`config.mk`:
```
export PLATFORM = sky130hd
export DESIGN_NAME = instr_encoder
export DESIGN_NICKNAME = d
export VERILOG_FILES = /design/src/rtl/instr_encoder.sv
export SDC_FILE = /design/constraint.sdc
export NUM_CORES = 1
export LEC_CHECK = 0
export BUFFER_PORTS_ARGS = -buffer_cell sky130_fd_sc_hd__buf_2
export CAP_MARGIN = 10
export CORE_MARGIN = 5
export CORE_UTILIZATION = 46
export CTS_CLUSTER_SIZE = 30
export DETAILED_ROUTE_END_ITERATION = 10
export PLACE_DENSITY = 0.75
export SYNTH_ARGS = -nofsm -noshare
export SYNTH_HDL_FRONTEND = slang
export SYNTH_SLANG_ARGS = --single-unit
```
`constraint.sdc`:
```
create_clock -name clk -period 1.9 [get_ports clk]
set_input_delay 0.285 -clock clk [delete_from_list [all_inputs] [get_ports clk]]
set_output_delay 0.285 -clock clk [all_outputs]
set_load 0.1 [all_outputs]
```
`src/rtl/instr_encoder.sv`:
```
// Instruction encoder: packs RV32-style fields into 32-bit words and streams
// them into an instruction memory as a program image starting at word 0.
module instr_encoder #(
    parameter int unsigned DEPTH = 64,
    parameter int unsigned AW    = 6
) (
    input  logic          clk,
    input  logic          reset,
    input  logic          start,
    input  logic          finish,
    input  logic          in_valid,
    output logic          in_ready,
    input  logic [2:0]    fmt,
    input  logic [6:0]    op,
    input  logic [2:0]    f3,
    input  logic          f7,
    input  logic [4:0]    rd,
    input  logic [4:0]    rs1,
    input  logic [4:0]    rs2,
    input  logic [31:0]   imm,
    output logic          mem_we,
    output logic [AW-1:0] mem_addr,
    output logic [31:0]   mem_wdata,
    output logic [AW:0]   count,
    output logic          done,
    output logic          err
);

    localparam int unsigned CW = AW + 1;
    localparam logic [CW-1:0] DEPTH_W = CW'(DEPTH);

    typedef enum logic [1:0] {
        IDLE = 2'd0,
        RUN  = 2'd1,
        DONE = 2'd2
    } state_t;

    state_t        state;
    logic [31:0]   enc;
    logic          legal;
    logic          accept;
    logic [CW-1:0] count_inc;

    // Field packing per format; illegal formats flag legal=0 and encode nothing.
    always_comb begin
        enc   = 32'h0;
        legal = 1'b1;
        case (fmt)
            3'd0: enc = {1'b0, f7, 5'b00000, rs2, rs1, f3, rd, op};
            3'd1: enc = {imm[11:0], rs1, f3, rd, op};
            3'd2: enc = {imm[11:5], rs2, rs1, f3, imm[4:0], op};
            3'd3: enc = {imm[12], imm[10:5], rs2, rs1, f3, imm[4:1], imm[11], op};
            3'd4: enc = {imm[31:12], rd, op};
            3'd5: enc = {imm[20], imm[10:1], imm[11], imm[19:12], rd, op};
            default: legal = 1'b0;
        endcase
    end

    // Handshake qualifier and next word count.
    always_comb begin
        accept    = in_valid && in_ready && (state == RUN);
        count_inc = count + CW'(1);
    end

    // Control FSM and registered outputs. The write pointer is count's low
    // bits: both start at 0 and advance together on every legal accept.
    always_ff @(posedge clk) begin
        if (reset) begin
            state     <= IDLE;
            in_ready  <= 1'b0;
            mem_we    <= 1'b0;
            mem_addr  <= '0;
            mem_wdata <= 32'h0;
            count     <= '0;
            done      <= 1'b0;
            err       <= 1'b0;
        end else begin
            mem_we <= 1'b0;
            case (state)
                IDLE, DONE: begin
                    if (start) begin
                        state    <= RUN;
                        count    <= '0;
                        err      <= 1'b0;
                        in_ready <= 1'b1;
                        done     <= 1'b0;
                    end
                end
                RUN: begin
                    if (start) begin
                        // Restart drops any same-cycle offer; an already
                        // registered write has left on mem_we this cycle.
                        count    <= '0;
                        err      <= 1'b0;
                        in_ready <= 1'b1;
                    end else begin
                        if (accept && legal) begin
                            mem_we    <= 1'b1;
                            mem_addr  <= count[AW-1:0];
                            mem_wdata <= enc;
                            count     <= count_inc;
                        end
                        if (accept && !legal) begin
                            err <= 1'b1;
                        end
                        if (finish || (accept && legal && (count_inc == DEPTH_W))) begin
                            state    <= DONE;
                            done     <= 1'b1;
                            in_ready <= 1'b0;
                        end
                    end
                end
                default: begin
                    state    <= IDLE;
                    in_ready <= 1'b0;
                    done     <= 1'b0;
                end
            endcase
        end
    end

endmodule

```
### Word-level counts from Yosys, hierarchy flattened

Index checks and enable logic that the tools add are counted.

| storage, ports and cells | value |
|---|---|
| bits of input ports | 66 |
| bits in latches | 0 |
| memories kept | 0 |
| memory bits (read-only) | 0 |
| memory bits (writable) | 0 |
| register bits after elaboration | 51 |

| operators by class | value |
|---|---|
| magnitude comparators | 0 |
| shifts and indexed selects | 0 |
| div/mod/pow operators | 0 |
| reductions and logical operators | 18 |
| multiplexer cells | 22 |
| eq/ne operators | 14 |
| bitwise logic cells | 2 |
| multiply operators | 0 |
| add/sub/neg operators | 1 |

Operators with widths:

| kind | count |
|---|---|
| 32-bit one-hot mux with 6 select lines | 1 |
| 7-bit two-way mux | 3 |
| 7-bit one-hot mux with 2 select lines | 1 |
| 3-bit AND reduction | 4 |
| 1-bit two-way mux | 10 |
| 3-bit by 2-bit != test with 1-bit output (second input constant) | 3 |
| 7-bit by 1-bit adder with 7-bit output (second input constant) | 1 |
| 7-bit == test (second input constant) | 1 |
| 3-bit by 2-bit == test with 1-bit output (second input constant) | 2 |
| 3-bit == test (second input constant) | 2 |
| 2-bit two-way mux | 3 |
| 1-bit one-hot mux with 2 select lines | 3 |
| 6-bit OR reduction | 1 |
| 1-bit logical AND | 5 |
| 2-bit != test (second input constant) | 2 |
| 2-bit one-hot mux with 2 select lines | 1 |
| 3-bit by 1-bit == test with 1-bit output (second input constant) | 1 |
| 3-bit zero test | 1 |
| 3-bit OR reduction | 1 |
| 2-bit by 1-bit == test with 1-bit output (second input constant) | 1 |
| 2-bit == test (second input constant) | 1 |
| 2-bit zero test | 1 |
| 2-bit by 1-bit != test with 1-bit output (second input constant) | 1 |
| 1-bit NOT | 2 |
| other kinds (5) | 5 |

### Depth between registers and ports, before layout

Gate-level depths: netlist of run 1.

| depth | value |
|---|---|
| depth in word-level cells | 9 |
| depth in mapped cells | 7 |
| depth with buffers taken out | 5 |

### Worst setup path after synthesis of run 1

No wires, ideal clock.

| timing | value |
|---|---|
| path type | register to register |
| start point | reg in_ready |
| end point | reg mem_wdata[23] |
| data arrival time | 2.251 ns |
| library setup time | 0.132 ns |
| path buffers | 2 |
| stages on the path, launching flop included | 7 |
| period minus slack after synthesis | 2.383 ns |
| setup slack | -0.483 ns |
| data required time | 1.768 ns |
| cell sequence | dfxtp_1 -> nand2_1 -> or4_4 -> buf_6 -> buf_6 -> a221oi_1 -> nor3_1 |

| between the ends | value |
|---|---|
| word-level cells in the longest chain between the ends | 4 |

RTL lines:

| what | RTL line | RTL |
|---|---|---|
| from (decl) | 12 | `output logic in_ready,` |
| from (signal assigned) | 70 | `in_ready <= 1'b0;` |
| from (signal assigned) | 85 | `in_ready <= 1'b1;` |
| from (signal assigned) | 95 | `in_ready <= 1'b1;` |
| 1-bit logical AND (2 in series) | 61 | `accept = in_valid && in_ready && (state == RUN);` |
| 1-bit logical AND | 97 | `if (accept && legal) begin` |
| 3-bit AND reduction (no line) | n/a |  |
| to (signal assigned) | 100 | `mem_wdata <= enc;` |
| to (decl) | 23 | `output logic [31:0] mem_wdata,` |

Every way passes these cells.
A chain may end at the register's enable or synchronous reset.

### Worst setup path in the final report of run 1

| timing | value |
|---|---|
| start point | reg state[1] |
| end point | reg mem_wdata[23] |

| between the ends | value |
|---|---|
| word-level cells in the longest chain between the ends | 4 |

RTL lines:

| what | RTL line | RTL |
|---|---|---|
| from (decl) | 38 | `state_t state;` |
| from (signal assigned) | 69 | `state <= IDLE;` |
| from (signal assigned) | 82 | `state <= RUN;` |
| from (signal assigned) | 107 | `state <= DONE;` |
| 2-bit by 1-bit == test with 1-bit output * | 61, 79 |  |
| 1-bit logical AND | 61 |  |
| 1-bit logical AND | 97 |  |
| 3-bit AND reduction (no line) * | n/a |  |

Every way passes the cells marked *; elsewhere a longest branch is shown, timed or not.

==> results.txt, run 1 <==
- Ranked by total cell area, the synthesized netlist is headed by sky130_fd_sc_hd__dfxtp_1 (41%), sky130_fd_sc_hd__a221oi_2 (6.7%), sky130_fd_sc_hd__nand2_1 (5.7%).
- Setup repair after global routing left no endpoint under its margin.
* Endpoint required time on the critical path: 2080 ps
- For this run, the number of standard cells in the final layout without fillers is 465.
- TritonCTS built the clock tree.
- Starting Density: 0.478
* Data arrival time of the critical path: 1990 ps
- Setup violations remaining at the end of the flow were counted as 0.
* Setup Total Neg Slack: 0 ps
- Area added between synthesis and finish: 30.8%
* # Max-Cap Violations: 0
- Root buffer cell: sky130_fd_sc_hd__clkbuf_8
* Antenna fix cells: 0
- Vias after detailed routing: 2,588
- The die covers 0.00690 sq mm.
* CTS sink count: 50
- Nets: 462
- Area after detailed placement: 0.00311 sq mm
- Number of ports placed on the die boundary: 115
* Final Slew Violations: 0
- The endpoint identified for the worst register-to-register timing path is mem_wdata[23].
- The worst hold path begins at op[0].
- Detailed placement finished with a half-perimeter wire length of 5360 um.
- For this run, the number of Yosys warnings is 0.
- FMAX: 554 MHz
- Entering global routing, the biggest net connects 48 pins.
- Placement-stage worst setup slack: 112 ps
- Post-DR vias/cell: 5.57
* Pwr per Cell Area: 657 mW/mm^2
* Commonest register cell after synthesis: sky130_fd_sc_hd__dfxtp_1
- Number of enable flip-flop cells after synthesis: 0
- The via count of the first global-routing pass came to 2,616.
- Crit end category: flip-flop
* Leakage power: 0.00140 uW
* Hold path endpoint: mem_wdata[0]
- VDD sags by at most 0.000547 V.
- Final worst-path cycle share: 0.950
* Antenna violations before repair: 0
- Yosys mapped the design onto 46 distinct sky130hd cell types.
- For this run, the total global-route usage over all layers was measured as 0.209.
- Number of instances in the synthesized netlist: 288
* Nature of the critical path startpoint: flip-flop
- ANT nets after route: 0
- For this run, the share of the core covered by cells in the final layout is 0.625.
* Syn_nets: 356
* Die width: 83.1 um
- Hold Crit Class: in2reg
- For this block, the routed nets add up to 7250 um of wire.
- Clock latency on the worst-skew pair, taken at its later pin, is 290 ps.
* Share of async-settable or async-resettable flops after synthesis: 0
- For the pin with the worst max-slew slack, the measured transition is 835 ps.
* Overall die height: 83.1 um
- Most used standard cells in the synthesized netlist: sky130_fd_sc_hd__dfxtp_1 (50), sky130_fd_sc_hd__nand2_1 (37), sky130_fd_sc_hd__nor2_1 (36), sky130_fd_sc_hd__a21oi_1 (23), sky130_fd_sc_hd__nor3_1 (23)
- The first global-routing pass estimated 12,300 um of wire.
- The worst path in the final design needs a cycle of 1800 ps, including I/O delays and setup.
- Core Footprint: 0.00514 sq mm
* Seq cells post-synth: 50
- DRC violations left: 0
- The count of buffers added on input and output ports is 114.
- Clock-pin slew was measured on the worst setup and hold paths at 90 ps.
* Post-synthesis instance area: 0.00246 sq mm
- Summed over all layers, the global routing overflow is 0.
- Share of post-route cells with drive strength above 1: 0.400
- Of the post-synthesis cell area, the dominant cell type holds 0.407.
- Cell with the most instances after synthesis: sky130_fd_sc_hd__dfxtp_1
* Setup skew after layout: 3.95 ps
- Crit Path Class: reg2reg
- Mean instance size in the synthesized netlist: 8.53 sq um
- Along the worst hold path, the cell count comes to 3.
- The final-report hold violation count came to 0.
* Launching point of the worst reg2reg path: state[1]
- Number of placed cells counting well taps: 457
- Initial DRC Count: 232
- Clock tree buffer depth: 2
* Post-CTS Setup Inserts: 0
* Number of buffers created by CTS: 5
* Routed wirelength normalized by instance count: 15.6 um
- With fillers left out, the area of the finished cells amounts to 0.00321 sq mm.
- Status: complete, no violations
* First-pass DRT Iterations: 4
* Count of standard-cell rows: 26
- Min setup slack post-route: 95.3 ps
- CP Max Fanout: 34
- The number of cells on the worst reg-to-reg path is 4.
- The congestion estimate from routability-driven global placement came to 0.848.
- CTS HTree Levels: 2
- Max-slew headroom: 0.441
- Seq/Total Area, Yosys: 0.407
- Reg-to-reg setup timing slack: 100 ps
- Biggest area consumer among synthesized cells: sky130_fd_sc_hd__dfxtp_1
## metrics by stage
stage / total power (uW) / hold slack (ps)
final: 2110 / 220
after global placement: 1450 / 439
after CTS: 2130 / 211
after floorplan: 1320 / 403
after detailed placement: 1450 / 445
after global routing: 2200 / 217
## cell type report
cell class / count / area [sq um]
timing repair buffer: 124 / 658
inverter: 2 / 7.51
clock buffer: 6 / 93.8
clock inverter: 2 / 10.0
multi-input combinational: 211 / 1330
fill: 489 / 1930
sequential: 50 / 1020
tap: 70 / 87.6
## cells by family (layout without fill, tap and decap cells)
group                    Yosys count  count (layout)  synth area share
flip-flops                        50              50             0.407
multiplexers                       4               4            0.0173
AND/OR/NAND/NOR                  119             119             0.227
buffers and inverters             27             134            0.0535
AO/OA/AOI/OAI                     85              85             0.282
adder cells (fa/ha/maj)            2               2            0.0102
XOR/XNOR                           1               1           0.00356
## layer usage
layer  up-vias  track usage  routed length (um)
li1       1277            -                   -
met1      1199        0.263                3130
met2       106        0.355                3480
met3         6       0.0554                 555
met4         0       0.0505                  82
met5         -            0                   0
## power breakdown
group          switching, uW  internal (uW)  leakage [uW]
Clock                    349            335     0.0000561
Combinational            240            122      0.000936
Sequential              11.4           1060      0.000409
Total                    600           1510       0.00140
## critical path, stage by stage, from the launching register on
cell                       delay, ps
sky130_fd_sc_hd__dfxtp_2         370
sky130_fd_sc_hd__nand2b_4        170
sky130_fd_sc_hd__or4_4           750
sky130_fd_sc_hd__a221oi_1        330
sky130_fd_sc_hd__nor3_1           70
## layout by cell type, fill, tap and decap left out, types with 2 or more instances in the layout
| cell | n |
|---|---|
| sky130_fd_sc_hd__clkbuf_8 | 5 |
| sky130_fd_sc_hd__nor2_1 | 36 |
| sky130_fd_sc_hd__a22oi_1 | 5 |
| sky130_fd_sc_hd__nand2_1 | 37 |
| sky130_fd_sc_hd__o21ai_0 | 4 |
| sky130_fd_sc_hd__a41oi_1 | 2 |
| sky130_fd_sc_hd__a22o_1 | 11 |
| sky130_fd_sc_hd__a221oi_1 | 7 |
| sky130_fd_sc_hd__o2111ai_1 | 2 |
| sky130_fd_sc_hd__nor3_1 | 23 |
| sky130_fd_sc_hd__nand3b_1 | 2 |
| sky130_fd_sc_hd__and3_1 | 2 |
| sky130_fd_sc_hd__mux2i_1 | 2 |
| sky130_fd_sc_hd__a21oi_1 | 23 |
| sky130_fd_sc_hd__mux2_2 | 2 |
| sky130_fd_sc_hd__a211oi_1 | 9 |
| sky130_fd_sc_hd__a311oi_1 | 2 |
| sky130_fd_sc_hd__nor4b_1 | 2 |
| sky130_fd_sc_hd__dfxtp_2 | 3 |
| sky130_fd_sc_hd__nand3_1 | 3 |
| sky130_fd_sc_hd__a221oi_2 | 11 |
| sky130_fd_sc_hd__clkinv_2 | 2 |
| sky130_fd_sc_hd__dfxtp_1 | 42 |
| sky130_fd_sc_hd__dfxtp_4 | 5 |
| sky130_fd_sc_hd__o41ai_1 | 2 |
| sky130_fd_sc_hd__buf_2 | 114 |
| sky130_fd_sc_hd__nor2b_1 | 3 |
| sky130_fd_sc_hd__buf_4 | 9 |
## state kept, by name, summed over array words and instances, names as in the netlist
name	cells
count	7
state	2
mem_we	1
err	1
mem_addr	6
mem_wdata	32
in_ready	1
## worst max path at each step
stage | start | end | slack [ps] | cells past startpoint
finish | state[1] | mem_wdata[23] | 100 | 4
global route | state[1] | mem_wdata[24] | 20 | 4
CTS | state[1] | mem_wdata[23] | 100 | 4
detailed placement | state[1] | mem_wdata[23] | 110 | 4
global placement | fmt[2] | mem_wdata[22] | 160 | 5
floorplan | state[1] | mem_wdata[23] | 3 | 6
## what timing repair did
action / 4_1_cts / 5_1_grt
hold buffers: 0 / 0
hold endpoints to repair: 0 / 0
setup endpoints to repair: 0 / 3
resized for setup: 0 / 1
No activity file was read; power rests on OpenSTA's default activity.
==> inputs of run 2 (changes only) <==
--- a/config.mk
+++ b/config.mk
@@ -7,7 +7,7 @@
 export LEC_CHECK = 0
 export BUFFER_PORTS_ARGS = -buffer_cell sky130_fd_sc_hd__buf_2
 export CAP_MARGIN = 10
-export CORE_MARGIN = 5
+export CORE_ASPECT_RATIO = 2
 export CORE_UTILIZATION = 46
 export CTS_CLUSTER_SIZE = 30
 export DETAILED_ROUTE_END_ITERATION = 10
==> results.txt, run 2 (same netlist as run 1, synthesis figures left out) <==
- Leading cell type in the layout, fill and taps excluded: sky130_fd_sc_hd__buf_2
- Source-to-sink clock delay at the later pin of the worst-skew pair: 300 ps
- For this design the ratio of total power to cell area is 643 mW/mm^2.
- The run finished with clean final reports.
- After detailed routing, the number of vias per cell comes to 5.80.
- From synthesis to final layout, the design area changed by 30.9%.
- Crit Path Class: reg2reg
- In this run the most critical hold path is launched from op[2].
- Most frequent cells in the layout: sky130_fd_sc_hd__buf_2 (114), sky130_fd_sc_hd__dfxtp_1 (42), sky130_fd_sc_hd__nand2_1 (37)
- Number of ports placed on the die boundary: 115
- The repair_antennas step left the layout with diodes totalling 0.
- The worst path needs 1720 ps of the cycle, external delays included.
- After global routing the overflow that remains totals 0.
- Die width: 53.7 um
- Number of placed cells counting well taps: 450
* Core Footprint: 0.00514 sq mm
* DRC violations left: 0
- Final HPWL from detailed placement: 5450 um
- The worst hold path terminates at mem_wdata[2].
* Largest registers: mem_wdata: 32 flops, count: 7 flops, mem_addr: 6 flops
* Setup skew after layout: 3.67 ps
- The worst-case IR drop observed on VDD is 0.000542 V.
- In this run the number of H-tree levels came out at 2.
- Setup violations remaining at the end of the flow were counted as 0.
- In this run the tightest slew margin relative to its limit is 0.390.
* Largest Register: mem_wdata
- Number of buffers inserted by port buffering: 114
- Endpoint required time on the critical path: 2100 ps
- Data arrival time of the critical path: 1920 ps
- Routability-driven placement finished with a final weighted congestion of 0.843.
* Nature of the critical path startpoint: flip-flop
- Total length of routed wires: 7180 um
* Routed wirelength normalized by instance count: 15.7 um
- FMAX: 580 MHz
* TritonCTS clock tree: built
- CP Max Fanout: 8
- Reg-to-reg setup timing slack: 180 ps
* Die outline area: 0.00566 sq mm
- Crit end category: flip-flop
- The worst register-to-register path begins at count[0].
- The tightest hold path in the finished design has a slack of 208 ps.
- After clock tree synthesis, the setup repair step added 0 buffers.
* Leakage power: 0.00142 uW
* Final Instance Count excl. Fillers: 458
* # hold bufs at CTS: 0
- Starting Density: 0.478
- Setup Total Neg Slack: 0 ps
- Of the available clock period, the critical path in the final layout requires 0.908.
* Overall die height: 105 um
- Maximum number of pins on one net before global-route repair: 35
- The final-report hold violation count came to 0.
- The initial antenna violation count was 0.
* Total track usage: 0.272
- CTS sink count: 50
- The via count of the first global-routing pass was 2,583.
* Share of post-route cells with drive strength above 1: 0.403
* Root buffer cell: sky130_fd_sc_hd__clkbuf_8
- The first global-routing pass estimated 11,500 um of wire.
- Resized Gates After CTS: 0
* Final Slew Violations: 0
- Along the worst hold path, the cell count comes to 3.
- After clock tree synthesis, the clock-pin slew on the worst setup and hold paths is 100 ps.
- For this block, the initial DRC count from the detailed router was 42.
- Flip-flop count of the largest register after layout: 32
* ANT nets after route: 0
- First-pass DRT Iterations: 4
- At the pin with the least slew margin, the transition time is 912 ps.
* Number of buffers created by CTS: 5
- Capturing point of the worst reg2reg path: in_ready
- Nets: 467
* Clock tree buffer depth: 2
- The number of cells on the worst reg-to-reg path is 5.
- The min-delay analysis places its worst path in the category in2reg.
* # Max-Cap Violations: 0
- Count of standard-cell rows: 37
- The routed layout has 2,655 vias.
- Setup repair after global routing left no endpoint under its margin.
## run 2: cell type report
| type | count | area (sq um) |
|---|---|---|
| Multi-Input combinational cell | 211 | 1330 |
| Timing Repair Buffer | 129 | 696 |
| Tap cell | 58 | 72.6 |
| Sequential cell | 50 | 1020 |
| Fill cell | 475 | 1920 |
| Inverter | 2 | 7.51 |
| Clock inverter | 2 | 13.8 |
| Clock buffer | 6 | 72.6 |
## run 2: metrics by stage
step           power [uW]  instance area, sq um   util  setup WS [ps]
2_1_floorplan        1320                  2480      -           3.40
3_3_place_gp         1450                  3130  0.609            189
3_5_place_dp         1460                  3130  0.609            171
4_1_cts              2080                  3220  0.626            174
5_1_grt              2150                  3220  0.626           33.9
6_report             2070                  3220  0.626            175
## run 2: worst max-delay path by stage
stage / cells after the start / to / slack [ps] / startpoint
final: 5 / in_ready / 180 / count[0]
after global routing: 5 / state[0] / 30 / count[0]
after CTS: 4 / mem_wdata[23] / 170 / state[1]
after detailed placement: 6 / mem_wdata[31] / 170 / fmt[2]
after global placement: 5 / mem_wdata[23] / 190 / fmt[1]
after floorplan: 6 / mem_wdata[23] / 3 / state[1]
## run 2: layer usage
layer  GRT usage  vias up  routed length (um)
li1            -     1294                   -
met1       0.282     1232                2610
met2       0.490      109                4060
met3      0.0447       20                 310
met4       0.132        0                 200
met5           0        -                   0
## run 2: worst max-delay path, cell delays in order, from the launching register on
cell,delay [ps]
sky130_fd_sc_hd__dfxtp_4,390
sky130_fd_sc_hd__ha_1,290
sky130_fd_sc_hd__nand3_1,150
sky130_fd_sc_hd__nor3_1,230
sky130_fd_sc_hd__o2111ai_1,190
sky130_fd_sc_hd__o311a_1,360
## run 2: power by group
group | leakage (uW) | switching, uW | internal, uW
clock | 0.0000417 | 370 | 262
combinational | 0.000965 | 244 | 126
sequential | 0.000409 | 9.78 | 1060
total | 0.00142 | 624 | 1440
